==> config.mk <==
export PLATFORM = sky130hd
export DESIGN_NAME = regfile_wb_arbiter_flat
export DESIGN_NICKNAME = d
export VERILOG_FILES = /design/src/rtl/regfile_wb_arbiter_if.sv /design/src/rtl/regfile_wb_arbiter.sv /design/src/flat_wrapper.sv
export SDC_FILE = /design/constraint.sdc
export NUM_CORES = 1
export LEC_CHECK = 0
export CORE_MARGIN = 10
export CORE_UTILIZATION = 42
export DETAILED_ROUTE_END_ITERATION = 7
export PLACE_DENSITY = 0.91
export SYNTH_ARGS = -nofsm -noshare
export SYNTH_HDL_FRONTEND = slang
export SYNTH_SLANG_ARGS = --single-unit
==> constraint.sdc <==
create_clock -name clk -period 2.7 [get_ports clk]
set_input_delay 0.405 -clock clk [delete_from_list [all_inputs] [get_ports clk]]
set_output_delay 0.405 -clock clk [all_outputs]
set_load 0.01 [all_outputs]
==> src/rtl/regfile_wb_arbiter_if.sv <==
// Writeback arbiter bus bundle: the pipeline (A) and long-latency (B) writeback
// requests, long-latency issue, decode busy checks, the regfile write port and
// the conflict performance counter.
// master: the requesters / regfile side; slave: the arbiter.
interface regfile_wb_arbiter_if #(
  parameter int ADDR_W = 5,
  parameter int DATA_W = 64
);
  logic              a_valid;
  logic [ADDR_W-1:0] a_addr;
  logic [DATA_W-1:0] a_data;
  logic              a_ready;

  logic              b_valid;
  logic [ADDR_W-1:0] b_addr;
  logic [DATA_W-1:0] b_data;
  logic              b_ready;

  logic              iss_valid;
  logic [ADDR_W-1:0] iss_rd;
  logic              iss_ready;

  logic [ADDR_W-1:0] chk_addr1;
  logic [ADDR_W-1:0] chk_addr2;
  logic              chk_busy1;
  logic              chk_busy2;

  logic              rf_we;
  logic [ADDR_W-1:0] rf_waddr;
  logic [DATA_W-1:0] rf_wdata;

  logic [31:0]       perf_conflicts;

  modport master (
    output a_valid, a_addr, a_data,
    input  a_ready,
    output b_valid, b_addr, b_data,
    input  b_ready,
    output iss_valid, iss_rd,
    input  iss_ready,
    output chk_addr1, chk_addr2,
    input  chk_busy1, chk_busy2,
    input  rf_we, rf_waddr, rf_wdata,
    input  perf_conflicts
  );

  modport slave (
    input  a_valid, a_addr, a_data,
    output a_ready,
    input  b_valid, b_addr, b_data,
    output b_ready,
    input  iss_valid, iss_rd,
    output iss_ready,
    input  chk_addr1, chk_addr2,
    output chk_busy1, chk_busy2,
    output rf_we, rf_waddr, rf_wdata,
    output perf_conflicts
  );
endinterface

==> src/rtl/regfile_wb_arbiter.sv <==
// Regfile writeback arbiter.
// Shares the single regfile write port between the in-order pipeline writeback
// (A, priority) and the long-latency unit writeback (B, starvation-protected),
// and keeps a busy scoreboard of long-latency destinations for decode RAW stalls.
// Optional build macro: WB_ARB_PERF_EN enables the 32-bit conflict counter;
// without it perf_conflicts is tied to zero.
module regfile_wb_arbiter #(
  parameter int STARVE_MAX = 4,
  parameter int ADDR_W     = 5,
  parameter int DATA_W     = 64
) (
  input  logic                 clk,
  input  logic                 rst,
  regfile_wb_arbiter_if.slave  bus
);

  localparam int         NREG       = 1 << ADDR_W;
  localparam logic [3:0] STARVE_LIM = 4'(STARVE_MAX);

  logic [3:0]        r_starve_cnt;
  logic [3:0]        w_starve_nxt;
  logic [NREG-1:0]   r_busy;
  logic [NREG-1:0]   w_busy_nxt;

  logic              w_a_grant;
  logic              w_b_grant;
  logic              w_iss_ready;

  logic              r_we_p1;
  logic [ADDR_W-1:0] r_waddr_p1;
  logic [DATA_W-1:0] r_wdata_p1;
  logic              w_we_nxt;
  logic [ADDR_W-1:0] w_waddr_nxt;
  logic [DATA_W-1:0] w_wdata_nxt;

  // Grant selection: A wins unless B has been refused STARVE_MAX cycles; nothing granted in reset
  always_comb begin
    w_b_grant   = !rst && bus.b_valid && (!bus.a_valid || (r_starve_cnt == STARVE_LIM));
    w_a_grant   = !rst && bus.a_valid && !w_b_grant;
    w_iss_ready = !r_busy[bus.iss_rd];
  end

  assign bus.a_ready   = w_a_grant;
  assign bus.b_ready   = w_b_grant;
  assign bus.iss_ready = w_iss_ready;
  assign bus.chk_busy1 = r_busy[bus.chk_addr1];
  assign bus.chk_busy2 = r_busy[bus.chk_addr2];

  // Starvation count: climbs while B waits (saturating), drops to 0 on B grant or B idle
  always_comb begin
    w_starve_nxt = '0;
    if (bus.b_valid && !w_b_grant) begin
      if (r_starve_cnt < STARVE_LIM) begin
        w_starve_nxt = r_starve_cnt + 4'd1;
      end else begin
        w_starve_nxt = r_starve_cnt;
      end
    end
  end

  // Write-port mux: the granted request is staged; address 0 is acknowledged but never written
  always_comb begin
    w_we_nxt    = 1'b0;
    w_waddr_nxt = r_waddr_p1;
    w_wdata_nxt = r_wdata_p1;
    if (w_b_grant && (bus.b_addr != '0)) begin
      w_we_nxt    = 1'b1;
      w_waddr_nxt = bus.b_addr;
      w_wdata_nxt = bus.b_data;
    end else if (w_a_grant && (bus.a_addr != '0)) begin
      w_we_nxt    = 1'b1;
      w_waddr_nxt = bus.a_addr;
      w_wdata_nxt = bus.a_data;
    end
  end

  // Scoreboard update: B grant clears, accepted issue sets afterwards so a same-register set wins
  always_comb begin
    w_busy_nxt = r_busy;
    if (w_b_grant) begin
      w_busy_nxt[bus.b_addr] = 1'b0;
    end
    if (bus.iss_valid && w_iss_ready && (bus.iss_rd != '0)) begin
      w_busy_nxt[bus.iss_rd] = 1'b1;
    end
    w_busy_nxt[0] = 1'b0;
  end

  // Control state: starvation counter and scoreboard
  always_ff @(posedge clk) begin
    if (rst) begin
      r_starve_cnt <= '0;
      r_busy       <= '0;
    end else begin
      r_starve_cnt <= w_starve_nxt;
      r_busy       <= w_busy_nxt;
    end
  end

  // Write register stage: regfile port driven one cycle after the grant
  always_ff @(posedge clk) begin
    if (rst) begin
      r_we_p1    <= 1'b0;
      r_waddr_p1 <= '0;
      r_wdata_p1 <= '0;
    end else begin
      r_we_p1    <= w_we_nxt;
      r_waddr_p1 <= w_waddr_nxt;
      r_wdata_p1 <= w_wdata_nxt;
    end
  end

  assign bus.rf_we    = r_we_p1;
  assign bus.rf_waddr = r_waddr_p1;
  assign bus.rf_wdata = r_wdata_p1;

`ifdef WB_ARB_PERF_EN
  logic [31:0] r_perf_cnt;

  // Conflict counter: cycles with both writeback sources requesting, wraps naturally
  always_ff @(posedge clk) begin
    if (rst) begin
      r_perf_cnt <= '0;
    end else if (bus.a_valid && bus.b_valid) begin
      r_perf_cnt <= r_perf_cnt + 32'd1;
    end
  end

  assign bus.perf_conflicts = r_perf_cnt;
`else
  assign bus.perf_conflicts = '0;
`endif

endmodule

==> src/flat_wrapper.sv <==
// flat-port wrapper written by rule: the top's interface ports become plain ports
module regfile_wb_arbiter_flat 
#(
  parameter int STARVE_MAX = 4,
  parameter int ADDR_W     = 5,
  parameter int DATA_W     = 64
)
  (clk, rst, bus_a_valid, bus_a_addr, bus_a_data, bus_a_ready, bus_b_valid, bus_b_addr, bus_b_data, bus_b_ready, bus_iss_valid, bus_iss_rd, bus_iss_ready, bus_chk_addr1, bus_chk_addr2, bus_chk_busy1, bus_chk_busy2, bus_rf_we, bus_rf_waddr, bus_rf_wdata, bus_perf_conflicts);
  regfile_wb_arbiter_if #(.ADDR_W(ADDR_W), .DATA_W(DATA_W)) bus_i ();
  input  logic clk;
  input  logic rst;
  input wire logic [$bits(bus_i.a_valid)-1:0] bus_a_valid;
  input wire logic [$bits(bus_i.a_addr)-1:0] bus_a_addr;
  input wire logic [$bits(bus_i.a_data)-1:0] bus_a_data;
  output wire logic [$bits(bus_i.a_ready)-1:0] bus_a_ready;
  input wire logic [$bits(bus_i.b_valid)-1:0] bus_b_valid;
  input wire logic [$bits(bus_i.b_addr)-1:0] bus_b_addr;
  input wire logic [$bits(bus_i.b_data)-1:0] bus_b_data;
  output wire logic [$bits(bus_i.b_ready)-1:0] bus_b_ready;
  input wire logic [$bits(bus_i.iss_valid)-1:0] bus_iss_valid;
  input wire logic [$bits(bus_i.iss_rd)-1:0] bus_iss_rd;
  output wire logic [$bits(bus_i.iss_ready)-1:0] bus_iss_ready;
  input wire logic [$bits(bus_i.chk_addr1)-1:0] bus_chk_addr1;
  input wire logic [$bits(bus_i.chk_addr2)-1:0] bus_chk_addr2;
  output wire logic [$bits(bus_i.chk_busy1)-1:0] bus_chk_busy1;
  output wire logic [$bits(bus_i.chk_busy2)-1:0] bus_chk_busy2;
  output wire logic [$bits(bus_i.rf_we)-1:0] bus_rf_we;
  output wire logic [$bits(bus_i.rf_waddr)-1:0] bus_rf_waddr;
  output wire logic [$bits(bus_i.rf_wdata)-1:0] bus_rf_wdata;
  output wire logic [$bits(bus_i.perf_conflicts)-1:0] bus_perf_conflicts;
  assign bus_i.a_valid = bus_a_valid;
  assign bus_i.a_addr = bus_a_addr;
  assign bus_i.a_data = bus_a_data;
  assign bus_a_ready = bus_i.a_ready;
  assign bus_i.b_valid = bus_b_valid;
  assign bus_i.b_addr = bus_b_addr;
  assign bus_i.b_data = bus_b_data;
  assign bus_b_ready = bus_i.b_ready;
  assign bus_i.iss_valid = bus_iss_valid;
  assign bus_i.iss_rd = bus_iss_rd;
  assign bus_iss_ready = bus_i.iss_ready;
  assign bus_i.chk_addr1 = bus_chk_addr1;
  assign bus_i.chk_addr2 = bus_chk_addr2;
  assign bus_chk_busy1 = bus_i.chk_busy1;
  assign bus_chk_busy2 = bus_i.chk_busy2;
  assign bus_rf_we = bus_i.rf_we;
  assign bus_rf_waddr = bus_i.rf_waddr;
  assign bus_rf_wdata = bus_i.rf_wdata;
  assign bus_perf_conflicts = bus_i.perf_conflicts;
  regfile_wb_arbiter #(.STARVE_MAX(STARVE_MAX), .ADDR_W(ADDR_W), .DATA_W(DATA_W)) u_core (.clk(clk), .rst(rst), .bus(bus_i));
endmodule
==> results <==
## metrics by stage
stage | instance area [sq um] | setup WS, ns | power [mW] | utilization, % | cells
global placement | 8208 | -0.4883 | 2.615 | 61.98 | 1015
floorplan | 5814 | 0.2788 | 2.126 | - | 646
finish | 8487 | 0.08434 | 3.851 | 64.09 | 1031
global route | 8487 | 0.01952 | 4.004 | 64.09 | 1031
detailed placement | 8208 | -0.5190 | 2.636 | 61.98 | 1015
CTS | 8482 | 0.004097 | 3.874 | 64.05 | 1031
## final cells by class
type | count | area [sq um] | share of cell area (%)
clock buffers | 11 | 242.7 | 2.860
multi-input cells | 391 | 2988 | 35.21
inverters | 76 | 285.3 | 3.361
repair buffers | 267 | 2610 | 30.75
flip-flops and latches | 105 | 2102 | 24.77
clock inverters | 5 | 38.79 | 0.4570
well taps | 176 | 220.2 | 2.595
## critical path: cells and delay by family (launching register included)
family,cells,cell delay [ns]
muxes,2,0.92
DFF,1,0.38
buffers and inverters,1,0.28
and+or+nand+nor,1,0.16
AOI/OAI and AO/OA,1,0.13
## Yosys cell counts, types with 2 or more instances
cell | count | area (sq um)
a211o_1 | 2 | 17.52
a211oi_1 | 2 | 15.01
a21oi_1 | 69 | 345.3
a221oi_1 | 3 | 26.28
buf_1 | 6 | 22.52
buf_2 | 17 | 85.08
buf_4 | 32 | 240.2
buf_6 | 4 | 45.04
clkbuf_1 | 15 | 56.30
dfxtp_1 | 105 | 2102
ha_1 | 2 | 25.02
inv_1 | 74 | 277.8
inv_2 | 2 | 7.510
mux2_2 | 7 | 78.83
mux2i_1 | 8 | 80.08
mux4_2 | 20 | 450.4
nand2_1 | 17 | 63.81
nand2b_1 | 5 | 31.28
nand3_1 | 11 | 55.05
nand3b_1 | 5 | 37.54
nand4_1 | 2 | 12.51
nor2_1 | 6 | 22.52
nor2b_1 | 35 | 219.0
nor3_1 | 2 | 10.01
nor4_1 | 2 | 12.51
o2111ai_1 | 2 | 17.52
o211a_1 | 2 | 20.02
o21ai_0 | 55 | 275.3
o221a_1 | 31 | 349.1
o221a_2 | 35 | 394.1
o22ai_1 | 2 | 12.51
o31ai_1 | 13 | 97.59
or2_2 | 2 | 12.51
or3_1 | 3 | 18.77
or3b_2 | 2 | 17.52
## kinds of logic (layout without fill, tap and decap cells)
| family | count (synthesis) | after routing | share of synthesized area (%) |
|---|---|---|---|
| DFF | 105 | 105 | 36.89 |
| muxes | 35 | 35 | 10.69 |
| and+or+nand+nor | 96 | 96 | 9.662 |
| xor gates and xnor gates | 1 | 1 | 0.1537 |
| AOI/OAI and AO/OA | 225 | 225 | 29.21 |
| adders and majority gates | 2 | 2 | 0.4391 |
| buffers and inverters | 150 | 359 | 12.89 |
| other | 1 | 32 | 0.06581 |
## worst paths after layout
| check | slack [ns] | from | endpoint |
|---|---|---|---|
| max reg2reg | 0.47 | u_core.r_starve_cnt[0] | u_core.bus.rf_wdata[34] |
| min reg2reg | 0.49 | u_core.bus.rf_waddr[1] | u_core.bus.rf_waddr[1] |
| min | 0.49 | u_core.bus.rf_waddr[1] | u_core.bus.rf_waddr[1] |
| max | 0.08 | u_core.r_busy[28] | bus_chk_busy1 |
## flip-flops by register name, indices dropped and copies added (netlist names)
signal and flops:
u_core.bus.rf_waddr 5, u_core.bus.rf_wdata 64, u_core.bus.rf_we 1, u_core.r_busy 31, u_core.r_starve_cnt 4
## power breakdown
part / total [mW] / switching (mW) / internal, mW / leakage [nW]
sequential: 1.70 / 0.0609 / 1.64 / 0.862
clock: 1.24 / 0.586 / 0.657 / 0.136
combinational: 0.903 / 0.381 / 0.522 / 2.44
## metal layers
layer  GRT usage (%)  vias up
li1                -     2666
met2           35.84      298
met5               0        -
met3           5.314       41
met1           26.59     2675
met4           7.574        0
## what timing repair did
| action | 4_1_cts | 5_1_grt |
|---|---|---|
| gates resized for setup | 19 | 2 |
| endpoints found under the setup margin | 3 | 3 |
| pin swaps | 1 | 1 |
==> impl_results.md <==
* Vias per cell at roughly 5.5
* First-pass GRT wire length at 32040 um
* Post-Syn Instances at ~620
* Yosys cell types at 50
* Vias in the first global route at ~5700
* Synth async-reset ratio at 0%
* Final Hold Viols at 0
* # DRC at 0
* Hold buffer count at cts at 0
* Worst Clk Skew at 0.009132 ns
* First drt pass iteration count at 4
* Met2 Wirelength at 10580 um
* P&R area growth vs syn at 48.95%
* Most frequent cells in the layout: 223 x clkdlybuf4s50_1, 105 x dfxtp_1, 74 x inv_1, 69 x a21oi_1, 55 x o21ai_0
* Crit path max-delay cell type: mux4_2
* Synth warnings at 0
* Highest routed layer: met4
* Worst-Margin Slew at 0.7442 ns
* Routed via count at 5680
* Initial Util at between 40% and 50%
* RSZ-0062 raised after global routing: no
* Skew-Pair Late Insertion Delay at around 0.33 ns
* Number of flops mapped to enable cells by yosys at 0
* Most common cell after layout, fill and taps aside: clkdlybuf4s50_1
* H-tree depth at 3
* Outcome: completed
* Setup_tns at 0 ns
* Fillers at 1080
* Vert. Die Dim at 136.5 um
* Clock-pin slew on the worst setup and hold paths at 0.07 ns
* Crit. End Element: output pin
* Main synth FF type: dfxtp_1
* CTS tree: done
* CP most frequent cell: mux4_2
* Antenna viol nets, final at 0
* Yosys reg bits at 105
* Final slew viol count at 0
* Detailed placement HPWL at 16570 um
* Final Wtd Congestion at 0.9713
* Maximum vdd ir drop at 0.3281 mV
* Power Density at 453.7 mW/mm^2
* Worst-path fanout max at 4
* Clk sink count at approximately 110
* CP Class: register to output pin
* Hold Slack at 0.4863 ns
* Crit path required time at 2.30 ns
* Num CTS Buffers at 9
* Total track usage at 21.60%
* Core Area at 0.01324 sq mm
* Ratio of cells with drive above 1 in the final layout at 14.97%
* I/O pins at around 270
* Final setup viols at 0
* Die footprint at around 0.019 sq mm
* Max transition margin at 50.34%
* Die W at between 100 and 150 um
* Fmax achieved at 0.3823 GHz
* Total gr overflow at 0
* Synth Cell Area at ~0.0057 sq mm
* DRT iter0 DRCs at 522
* # Post-CTS Setup Buffers at 0
* Lkg Pwr at 3.440 nW
* Syn_area_per_cell at 9.265 sq um
* Hold path depth at 2
* Final min period at between 2 and 3 ns
* Diodes inserted at 0
* Initial antenna violation count at 0
* Pin count of the biggest net entering global routing at 67
* Seq/Total Area, Yosys at 36.89%
* Root Driver: clkbuf_16
* Hold WC Path Type: register to register
* Port Buffers at 232
* Post-Route WL at 21610 um
* Max Root-Sink Buffers at 2
* Reg2Reg Depth at 9
* CP cell instances: mux4_2 -> mux4_2 -> nand2b_1 -> o211a_1 -> dlygate4sd2_1
* Startpoint types: register
* Maxcap violations at 0
* Met3 WL at 1696 um
* M1 WL at between 8000 and 9000 um
* Fin nets at 1010
* CP max stage delay at 0.48 ns
* Routed WL per cell at 20.96 um
* Crit path arrival time at 2.21 ns
* # rows at 42
* Final period util at 96.88%
Power figures use the tool's default switching activity.
